### src/rtl/fifo_pkg.sv
// ============================================================================
// fifo_pkg : shared helpers and output-mode constants for fifo_flex
// Rev 1.0  : initial release
// ============================================================================
`default_nettype none

package fifo_pkg;

    localparam int OUT_SHOWAHEAD  = 0;
    localparam int OUT_REGISTERED = 1;

    // One extra bit beyond the storage index serves as the wrap bit.
    function automatic int ptr_width(input int depth);
        return $clog2(depth) + 1;
    endfunction

endpackage : fifo_pkg

`default_nettype wire

### src/rtl/fifo_ptr.sv
// ============================================================================
// fifo_ptr : wrap-bit FIFO pointer with asynchronous reset and increment enable
// Rev 1.0  : initial release
// ============================================================================
`default_nettype none

module fifo_ptr #(
    parameter int PTRWID = 4
) (
    input  logic              clk,
    input  logic              rst,
    input  logic              inc,
    output logic [PTRWID-1:0] ptr
);

    localparam logic [PTRWID-1:0] c_one = {{(PTRWID-1){1'b0}}, 1'b1};

    always_ff @(posedge clk or posedge rst) begin
        if (rst) begin
            ptr <= '0;
        end else if (inc) begin
            ptr <= ptr + c_one;
        end
    end

endmodule : fifo_ptr

`default_nettype wire

### src/rtl/fifo_flex.sv
// ============================================================================
// fifo_flex : parametrised synchronous FIFO with count, threshold flags,
//             sticky error flags and show-ahead / registered output modes
// Rev 1.0  : initial release
// ============================================================================
`default_nettype none

module fifo_flex
    import fifo_pkg::*;
#(
    parameter int WIDTH     = 8,
    parameter int DEPTH     = 8,
    parameter int PTRWID    = ptr_width(DEPTH),
    parameter int AF_THRESH = DEPTH - 1,
    parameter int AE_THRESH = 1,
    parameter int OUT_REG   = OUT_SHOWAHEAD
) (
    input  logic              clk,
    input  logic              rst,
    input  logic              push,
    input  logic              pop,
    input  logic [WIDTH-1:0]  data_in,
    input  logic              err_clr,
    output logic              full,
    output logic              empty,
    output logic              almost_full,
    output logic              almost_empty,
    output logic [PTRWID-1:0] count,
    output logic              overflow,
    output logic              underflow,
    output logic [WIDTH-1:0]  data_out
);

    localparam int                c_aw        = PTRWID - 1;
    localparam logic [PTRWID-1:0] c_af_thresh = PTRWID'(AF_THRESH);
    localparam logic [PTRWID-1:0] c_ae_thresh = PTRWID'(AE_THRESH);

    logic [PTRWID-1:0] w_wr_ptr;
    logic [PTRWID-1:0] w_rd_ptr;
    logic              w_push_ok;
    logic              w_pop_ok;
    logic [WIDTH-1:0]  r_mem [DEPTH];
    logic              r_overflow;
    logic              r_underflow;

    assign w_push_ok = push & ~full;
    assign w_pop_ok  = pop  & ~empty;

    fifo_ptr #(.PTRWID(PTRWID)) u_wr_ptr (
        .clk (clk),
        .rst (rst),
        .inc (w_push_ok),
        .ptr (w_wr_ptr)
    );

    fifo_ptr #(.PTRWID(PTRWID)) u_rd_ptr (
        .clk (clk),
        .rst (rst),
        .inc (w_pop_ok),
        .ptr (w_rd_ptr)
    );

    // Flags come straight from the registered pointers, one cycle after the op.
    assign count        = w_wr_ptr - w_rd_ptr;
    assign empty        = (w_wr_ptr == w_rd_ptr);
    assign full         = (w_wr_ptr[c_aw-1:0] == w_rd_ptr[c_aw-1:0]) &&
                          (w_wr_ptr[c_aw] != w_rd_ptr[c_aw]);
    assign almost_full  = (count >= c_af_thresh);
    assign almost_empty = (count <= c_ae_thresh);
    assign overflow     = r_overflow;
    assign underflow    = r_underflow;

    always_ff @(posedge clk or posedge rst) begin
        if (rst) begin
            for (int i = 0; i < DEPTH; i++) begin
                r_mem[i] <= '0;
            end
        end else if (w_push_ok) begin
            r_mem[w_wr_ptr[c_aw-1:0]] <= data_in;
        end
    end

    // A fresh error in the same cycle as err_clr keeps the flag set.
    always_ff @(posedge clk or posedge rst) begin
        if (rst) begin
            r_overflow  <= 1'b0;
            r_underflow <= 1'b0;
        end else begin
            if (push && full) begin
                r_overflow <= 1'b1;
            end else if (err_clr) begin
                r_overflow <= 1'b0;
            end
            if (pop && empty) begin
                r_underflow <= 1'b1;
            end else if (err_clr) begin
                r_underflow <= 1'b0;
            end
        end
    end

    generate
        if (OUT_REG == OUT_REGISTERED) begin : g_registered
            logic [WIDTH-1:0] r_data_out;

            always_ff @(posedge clk or posedge rst) begin
                if (rst) begin
                    r_data_out <= '0;
                end else if (w_pop_ok) begin
                    r_data_out <= r_mem[w_rd_ptr[c_aw-1:0]];
                end
            end

            assign data_out = r_data_out;
        end else begin : g_showahead
            assign data_out = r_mem[w_rd_ptr[c_aw-1:0]];
        end
    endgenerate

endmodule : fifo_flex

`default_nettype wire
### config.mk
export PLATFORM = sky130hd
export DESIGN_NAME = fifo_flex
export DESIGN_NICKNAME = d
export VERILOG_FILES = /design/src/rtl/fifo_pkg.sv /design/src/rtl/fifo_ptr.sv /design/src/rtl/fifo_flex.sv
export SDC_FILE = /design/constraint.sdc
export NUM_CORES = 1
export LEC_CHECK = 0
export BUFFER_PORTS_ARGS = -buffer_cell sky130_fd_sc_hd__buf_2
export CAP_MARGIN = 20
export CORE_MARGIN = 4
export CORE_UTILIZATION = 45
export DETAILED_ROUTE_END_ITERATION = 8
export PLACE_DENSITY = 0.67
export SYNTH_ARGS = -nofsm -noshare
export SYNTH_HDL_FRONTEND = slang
export SYNTH_SLANG_ARGS = --single-unit
export TNS_END_PERCENT = 1
### constraint.sdc
create_clock -name clk -period 3.2 [get_ports clk]
set_clock_uncertainty 0.2 [all_clocks]
set_input_delay 0.16 -clock clk [delete_from_list [all_inputs] [get_ports clk]]
set_output_delay 0.16 -clock clk [all_outputs]
set_load 0.005 [all_outputs]
== Word-level counts from Yosys, hierarchy flattened ==
Cells that the tools add are included.

* Word-level logic and storage cells: 44
* Input bits: 13
* Register bits: 74
* Output and inout bits: 18

* Bitwise logic cells: 6
* Reduce and logical (&&, ||, !) cells: 6
* $add $sub $neg: 3
* Equality and inequality tests: 3
* Magnitude comparators: 5
* Mux-type cells: 9

{| class="wikitable"
|+ Operators by type and width
! cell !! number
|-
| $bwmux 64 || 1
|-
| $bmux 8 s3 || 1
|-
| $demux 8 s3 || 1
|-
| $mux 8 || 3
|-
| $add 4x1->4 const B || 2
|-
| $ge 4x4->1 const B || 2
|-
| $not 3->4 || 2
|-
| $eq 4x4->1 || 1
|-
| $ge 4x3->1 const B || 1
|-
| $le 4x1->1 const B || 1
|-
| $logic_and 1x1->1 || 4
|-
| $lt 4x1->1 const B || 1
|-
| $reduce_bool 2->1 || 2
|-
| $sub 4x4->4 || 1
|-
| $eq 3x3->1 || 1
|-
| $mux 1 || 3
|-
| $and 1x1->1 || 2
|-
| $not 1->1 || 2
|-
| $ne 1x1->1 || 1
|}

== Logic depth before layout (Yosys ltp) ==
* Depth after elaboration: 6
* Gate-level depth with buffers: 8
* Mapped depth without buffers: 5

== By module ==
A second synthesis with hierarchy kept.

* Cells, all modules: 247
* Area, all modules: 3570.9 sq um

{| class="wikitable"
|+ By module, submodules not included
! module !! cells an instance !! area an instance (sq um) !! sequential area each (sq um) !! instances
|-
| fifo_flex || 223 || 3243.1 || 1651.6 || 1
|-
| fifo_ptr || 12 || 163.9 || 100.1 || 2
|}

== Worst setup path after synthesis ==
Ideal clock, no wire load.

* Kind: reg2reg
* Start: register u_rd_ptr.ptr[1]
* End: register r_mem[32] in the netlist's numbering
* Stages on the path, launching flop included: 9
* Period minus slack after synthesis: 2.802 ns
* Arrival: 2.477 ns
* Data required time: 2.875 ns
* Path slack: 0.398 ns
* Setup time: 0.125 ns
* Buffers on the path: 3
* Path through: dfrtp_1 -> buf_2 -> clkbuf_1 -> inv_1 -> ha_1 -> and3_1 -> buf_2 -> a211oi_2 -> mux2_2

* Word-level cells in the longest chain between the ends: 4

{| class="wikitable"
|+ Ends and longest elaborated chain
! element !! line !! source
|-
| start: declaration || fifo_ptr.sv:13 || <nowiki>output logic [PTRWID-1:0] ptr</nowiki>
|-
| start signal: assignment || fifo_ptr.sv:22 || <nowiki>ptr <= ptr + c_one;</nowiki>
|-
| $eq 3x3->1 || fifo_flex.sv:66 || <nowiki>assign full = (w_wr_ptr[c_aw-1:0] == w_rd_ptr[c_aw-1:0]) &&</nowiki>
|-
| $logic_and 1x1->1 || fifo_flex.sv:66 ||
|-
| $not 1->1 || fifo_flex.sv:46 || <nowiki>assign w_push_ok = push & ~full;</nowiki>
|-
| $and 1x1->1 || fifo_flex.sv:46 ||
|-
| end signal: indexed assignment || fifo_flex.sv:79 || <nowiki>r_mem[w_wr_ptr[c_aw-1:0]] <= data_in;</nowiki>
|-
| end: declaration || fifo_flex.sv:42 || <nowiki>logic [WIDTH-1:0] r_mem [DEPTH];</nowiki>
|}

No other way between the ends.
A chain may end at the register's enable or synchronous reset.

== Worst setup path in the final report ==
* Start: register u_wr_ptr.ptr[0]
* End: register r_mem[29] in the netlist's numbering

* Word-level cells in the longest chain between the ends: 6
* Elaborated cells between the ends (all ways): 11
* Those cells by class: order compare: 2; eq/ne: 1; mux: 3; bitwise: 3; reduce/logical: 2

{| class="wikitable"
|+ Ends and longest elaborated chain
! element !! line
|-
| start: declaration || fifo_ptr.sv:13
|-
| start signal: assignment || fifo_ptr.sv:22
|-
| $not 3->4 (implied by the code) || fifo_flex.sv:79
|-
| $ge 4x4->1 (implied by the code) or $lt 4x1->1 (tied branches) || fifo_flex.sv:79
|-
| $logic_and 1x1->1 (implied by the code) || fifo_flex.sv:79
|-
| $mux 8 (implied by the code) || fifo_flex.sv:79
|-
| $demux 8 s3 || fifo_flex.sv:79
|-
| $bwmux 64 || fifo_flex.sv:79
|}

Parallel ways exist; a longest one is shown, timed or not.

==> results by stage <==
Run status:
- The run finished with clean final reports.

Clock network:
- The cell chosen for the clock root is sky130_fd_sc_hd__clkbuf_8.
- TritonCTS built the clock tree.
- The clock-pin slew on the worst setup and hold paths is 0.09 ns.
- The clock tree buffer depth is 2.
- In this run, CTS created clock tree buffers numbering 9.
- The H-tree generated during clock tree synthesis spans 3 levels.
- The clock sink count is 74.
- Post-CTS repair changed the size of 0 cells.
- The later pin in the worst-skew pair is clocked with a latency of 0.35 ns.

Worst hold path:
- The endpoint of the worst hold-timing path is overflow.
- The worst hold path was traced through 2 stages.
- In this run the most critical hold path is launched from push.
- The min-delay analysis places its worst path in the category in2reg.

Floorplan:
- The total area inside the core boundary comes to 7690 um2.
- The count of pins on the block boundary is 31.
- The initial standard-cell utilization of the core is 0.461.
- The die is 96.7 um wide.
- The floorplan step defined a die boundary enclosing 9350 um2.
- The die is 96.7 um tall.
- The placement row count is 32.

Yosys:
- The most used flip-flop cell after synthesis is sky130_fd_sc_hd__dfrtp_1.
- The compound-cell area share of the yosys netlist came to 0.0459.
- The adder and majority cell fraction of the synthesized area is 0.0233.
- Of the total synthesized cell area, the portion taken by AND, OR, NAND and NOR gates is 0.0523.
- For this run, the register share of the synthesized area comes to 0.523.
- Averaged over all synthesized cells, the footprint is 14.3 um2.
- The mapped cell area is 3540 um2.
- The main combinational cell family by area after synthesis is multiplexers.
- The xor/xnor share of the synthesized area is 0.0223.
- Synthesis produced a netlist whose cell count is 248.
- The portion of synthesized area spent on multiplexers is 0.312.
- After synthesis, the share of flip-flops with an asynchronous set or reset is 1.00.
- The synthesized netlist contains 29 unique library cells.
- Counting flops with a built-in enable in the synthesized netlist gives 0.
- The post-synth net total is 267.
- After synthesis the netlist holds a flip-flop and latch count of 74.
- The Yosys step of the flow raised 0 warnings.

GRT:
- The global-route total usage across every layer is 0.171.
- The first-pass GRT wire length is 12.6 mm.
- The total overflow reported by the global router is 0.
- The initial antenna violation count is 0.
- The maximum number of pins on one net before global-route repair is 50.
- The number of global-route vias before repair is 2,331.

Route:
- Dividing the detail-routed wire length by the instance count gives 18.2 um.
- The first-pass iteration count of the detailed router is 4.
- The via density per instance is 5.45.
- The routed layout has 2,230 vias.
- For this run, design rule violations remaining after detail routing come to 0.
- The antenna violation net count after detailed routing is 0.
- The detailed router finished its first iteration with 93 violations.
- The total length of routed wires is 7.46 mm.

STA:
- The share of the clock period used by the worst path after layout is 0.810.
- After layout, the worst setup slack is 0.608 ns.
- In the final timing run, aggregate negative setup slack is 0 ns.
- The final hold violation count came to 0.
- The worst pin sits at a relative slew slack of 0.470.
- Setup repair after global routing left no endpoint under its margin.
- The number of pins exceeding their max-slew limit in the final report is 0.
- Across all hold checks on the routed design, the worst slack comes to 0.0255 ns.
- Based on the critical path, the design can be clocked at up to 386 MHz.
- Setup violations remaining at the end of the flow were counted as 0.
- The final critical-path required period is 2.59 ns.
- The pin slew with the least headroom to its limit is 0.793 ns.

Finish:
- In the final layout, the share of cells above drive strength 1 is 0.479.
- The sequential cell area is 1850 um2.
- The post-layout net count is 321.
- Summing all multi-input logic gate instances after layout gives 1610 um2.
- The layout has 648 filler cells.
- The number of diodes added for antenna fixing is 0.
- Compared with the post-synthesis result, the final layout area differs by 19.1%.

Placed design:
- Summed over all nets, the half-perimeter wirelength after detailed placement is 4.78 mm.
- Before CTS, the worst setup slack after placement is 0.608 ns.
- The global placer's final weighted congestion is 0.748.
- Input and output buffers added on the ports amount to 30.

Flow run:
- Max-cap violations in this run came to 0.

Power and ir drop:
- Power spread over the standard cell area amounts to 1140 nW/um2.
- IR analysis of the VDD net gives a maximum drop of 0.000508 V.
- In this run the static leakage power is 1.89 nW.

Critical path:
- Of all nets on the critical path, the largest fanout is 10.
- The critical path is of the reg2reg type.
- The endpoint identified for the worst register-to-register timing path is r_mem[29].
- The count of cells along the worst register-to-register path is 5.
- STA classifies the critical path endpoint as a register.
- The data arrival time of the critical path is 2.62 ns.
- The startpoint of the lowest-slack register-to-register path is u_wr_ptr.ptr[0].
- Setup slack on the worst reg-to-reg path comes out at 0.61 ns.
- STA puts the critical path data required time at 3.23 ns.
- The startpoint kind of the worst setup timing path is a register.
## cell type report
type,count,share of cell area
Tap cell,102,0.0303
Timing Repair Buffer,53,0.0837
Sequential cell,74,0.439
Clock buffer,13,0.0401
Multi-Input combinational cell,155,0.382
Inverter,9,0.00801
Clock inverter,3,0.0163
## per-layer routing
metal / up-vias / global-route usage / wire (um)
li1: 1020 / - / -
met1: 1147 / 0.228 / 3290
met2: 52 / 0.274 / 3760
met3: 11 / 0.0461 / 323
met4: 0 / 0.0518 / 89
met5: - / 0 / 0
## state kept, by name, summed over array words and instances, names as in the netlist
name and count:
u_rd_ptr.ptr 4, underflow 1, u_wr_ptr.ptr 4, r_mem 64, overflow 1
## cell usage after synthesis, types with 4 or more instances
library cell               instances  share of area
sky130_fd_sc_hd__dfrtp_1          74           0.52
sky130_fd_sc_hd__mux2_2           66           0.21
sky130_fd_sc_hd__nand2_1          24          0.025
sky130_fd_sc_hd__mux4_2           16           0.10
sky130_fd_sc_hd__inv_1             8         0.0085
sky130_fd_sc_hd__clkbuf_1          6         0.0064
sky130_fd_sc_hd__ha_1              5          0.018
sky130_fd_sc_hd__xnor2_1           5          0.012
sky130_fd_sc_hd__buf_2             4         0.0057
sky130_fd_sc_hd__nor2_1            4         0.0042
sky130_fd_sc_hd__xor2_1            4         0.0099
## placed cells by master (no fill, tap or decap), types with 3 or more instances in the layout
cell	instances
sky130_fd_sc_hd__dlygate4sd3_1	12
sky130_fd_sc_hd__ha_1	5
sky130_fd_sc_hd__nor2_1	4
sky130_fd_sc_hd__buf_4	11
sky130_fd_sc_hd__xor2_1	4
sky130_fd_sc_hd__a21oi_2	3
sky130_fd_sc_hd__a21oi_1	3
sky130_fd_sc_hd__mux4_2	16
sky130_fd_sc_hd__xnor2_1	5
sky130_fd_sc_hd__clkbuf_8	12
sky130_fd_sc_hd__nand2_1	24
sky130_fd_sc_hd__inv_1	7
sky130_fd_sc_hd__dfrtp_1	74
sky130_fd_sc_hd__buf_2	30
sky130_fd_sc_hd__mux2_2	66
## how the worst max path moves through the flow
stage | start | endpoint | slack [ns] | depth (start not counted)
final | u_wr_ptr.ptr[0] | r_mem[29] | 0.61 | 5
after global routing | u_wr_ptr.ptr[0] | r_mem[31] | 0.43 | 5
after CTS | u_wr_ptr.ptr[0] | r_mem[29] | 0.60 | 5
after detailed placement | u_wr_ptr.ptr[0] | r_mem[25] | 0.61 | 5
after global placement | u_wr_ptr.ptr[0] | r_mem[0] | 0.67 | 5
after floorplan | u_rd_ptr.ptr[1] | r_mem[32] | 0.40 | 8
## critical path, cell delays in order (launching register included)
cell,delay (ns)
sky130_fd_sc_hd__dfrtp_1,0.53
sky130_fd_sc_hd__inv_1,0.08
sky130_fd_sc_hd__ha_1,0.35
sky130_fd_sc_hd__nand3_1,0.38
sky130_fd_sc_hd__o21ai_2,0.54
sky130_fd_sc_hd__mux2_2,0.39
## per-stage QoR
step	util	total power, mW	instances	instance area (um2)
finish	0.549	4.80	409	4220
global route	0.549	5.15	409	4220
CTS	0.549	4.85	409	4220
detailed placement	0.502	3.97	381	3860
global placement	0.502	3.89	381	3860
floorplan	-	3.26	248	3540
## timing repair
item,CTS,global route
hold endpoints to repair,142,0
endpoints found under the setup margin,0,0
buffers inserted,0,0
hold buffers,12,0
## where the power goes
part	internal [mW]	switching, mW	total (mW)
Sequential	1.41	0.284	1.70
Clock	0.507	0.346	0.853
Combinational	1.22	1.02	2.25
## logic make-up after synthesis
| kind of cell | count (synthesis) |
|---|---|
| buffers and inverters | 19 |
| flip-flops | 74 |
| AND/OR/NAND/NOR | 39 |
| adder cells (fa/ha/maj) | 6 |
| multiplexers | 82 |
| AO/OA/AOI/OAI | 19 |
| XOR/XNOR | 9 |
Power figures use the tool's default switching activity.
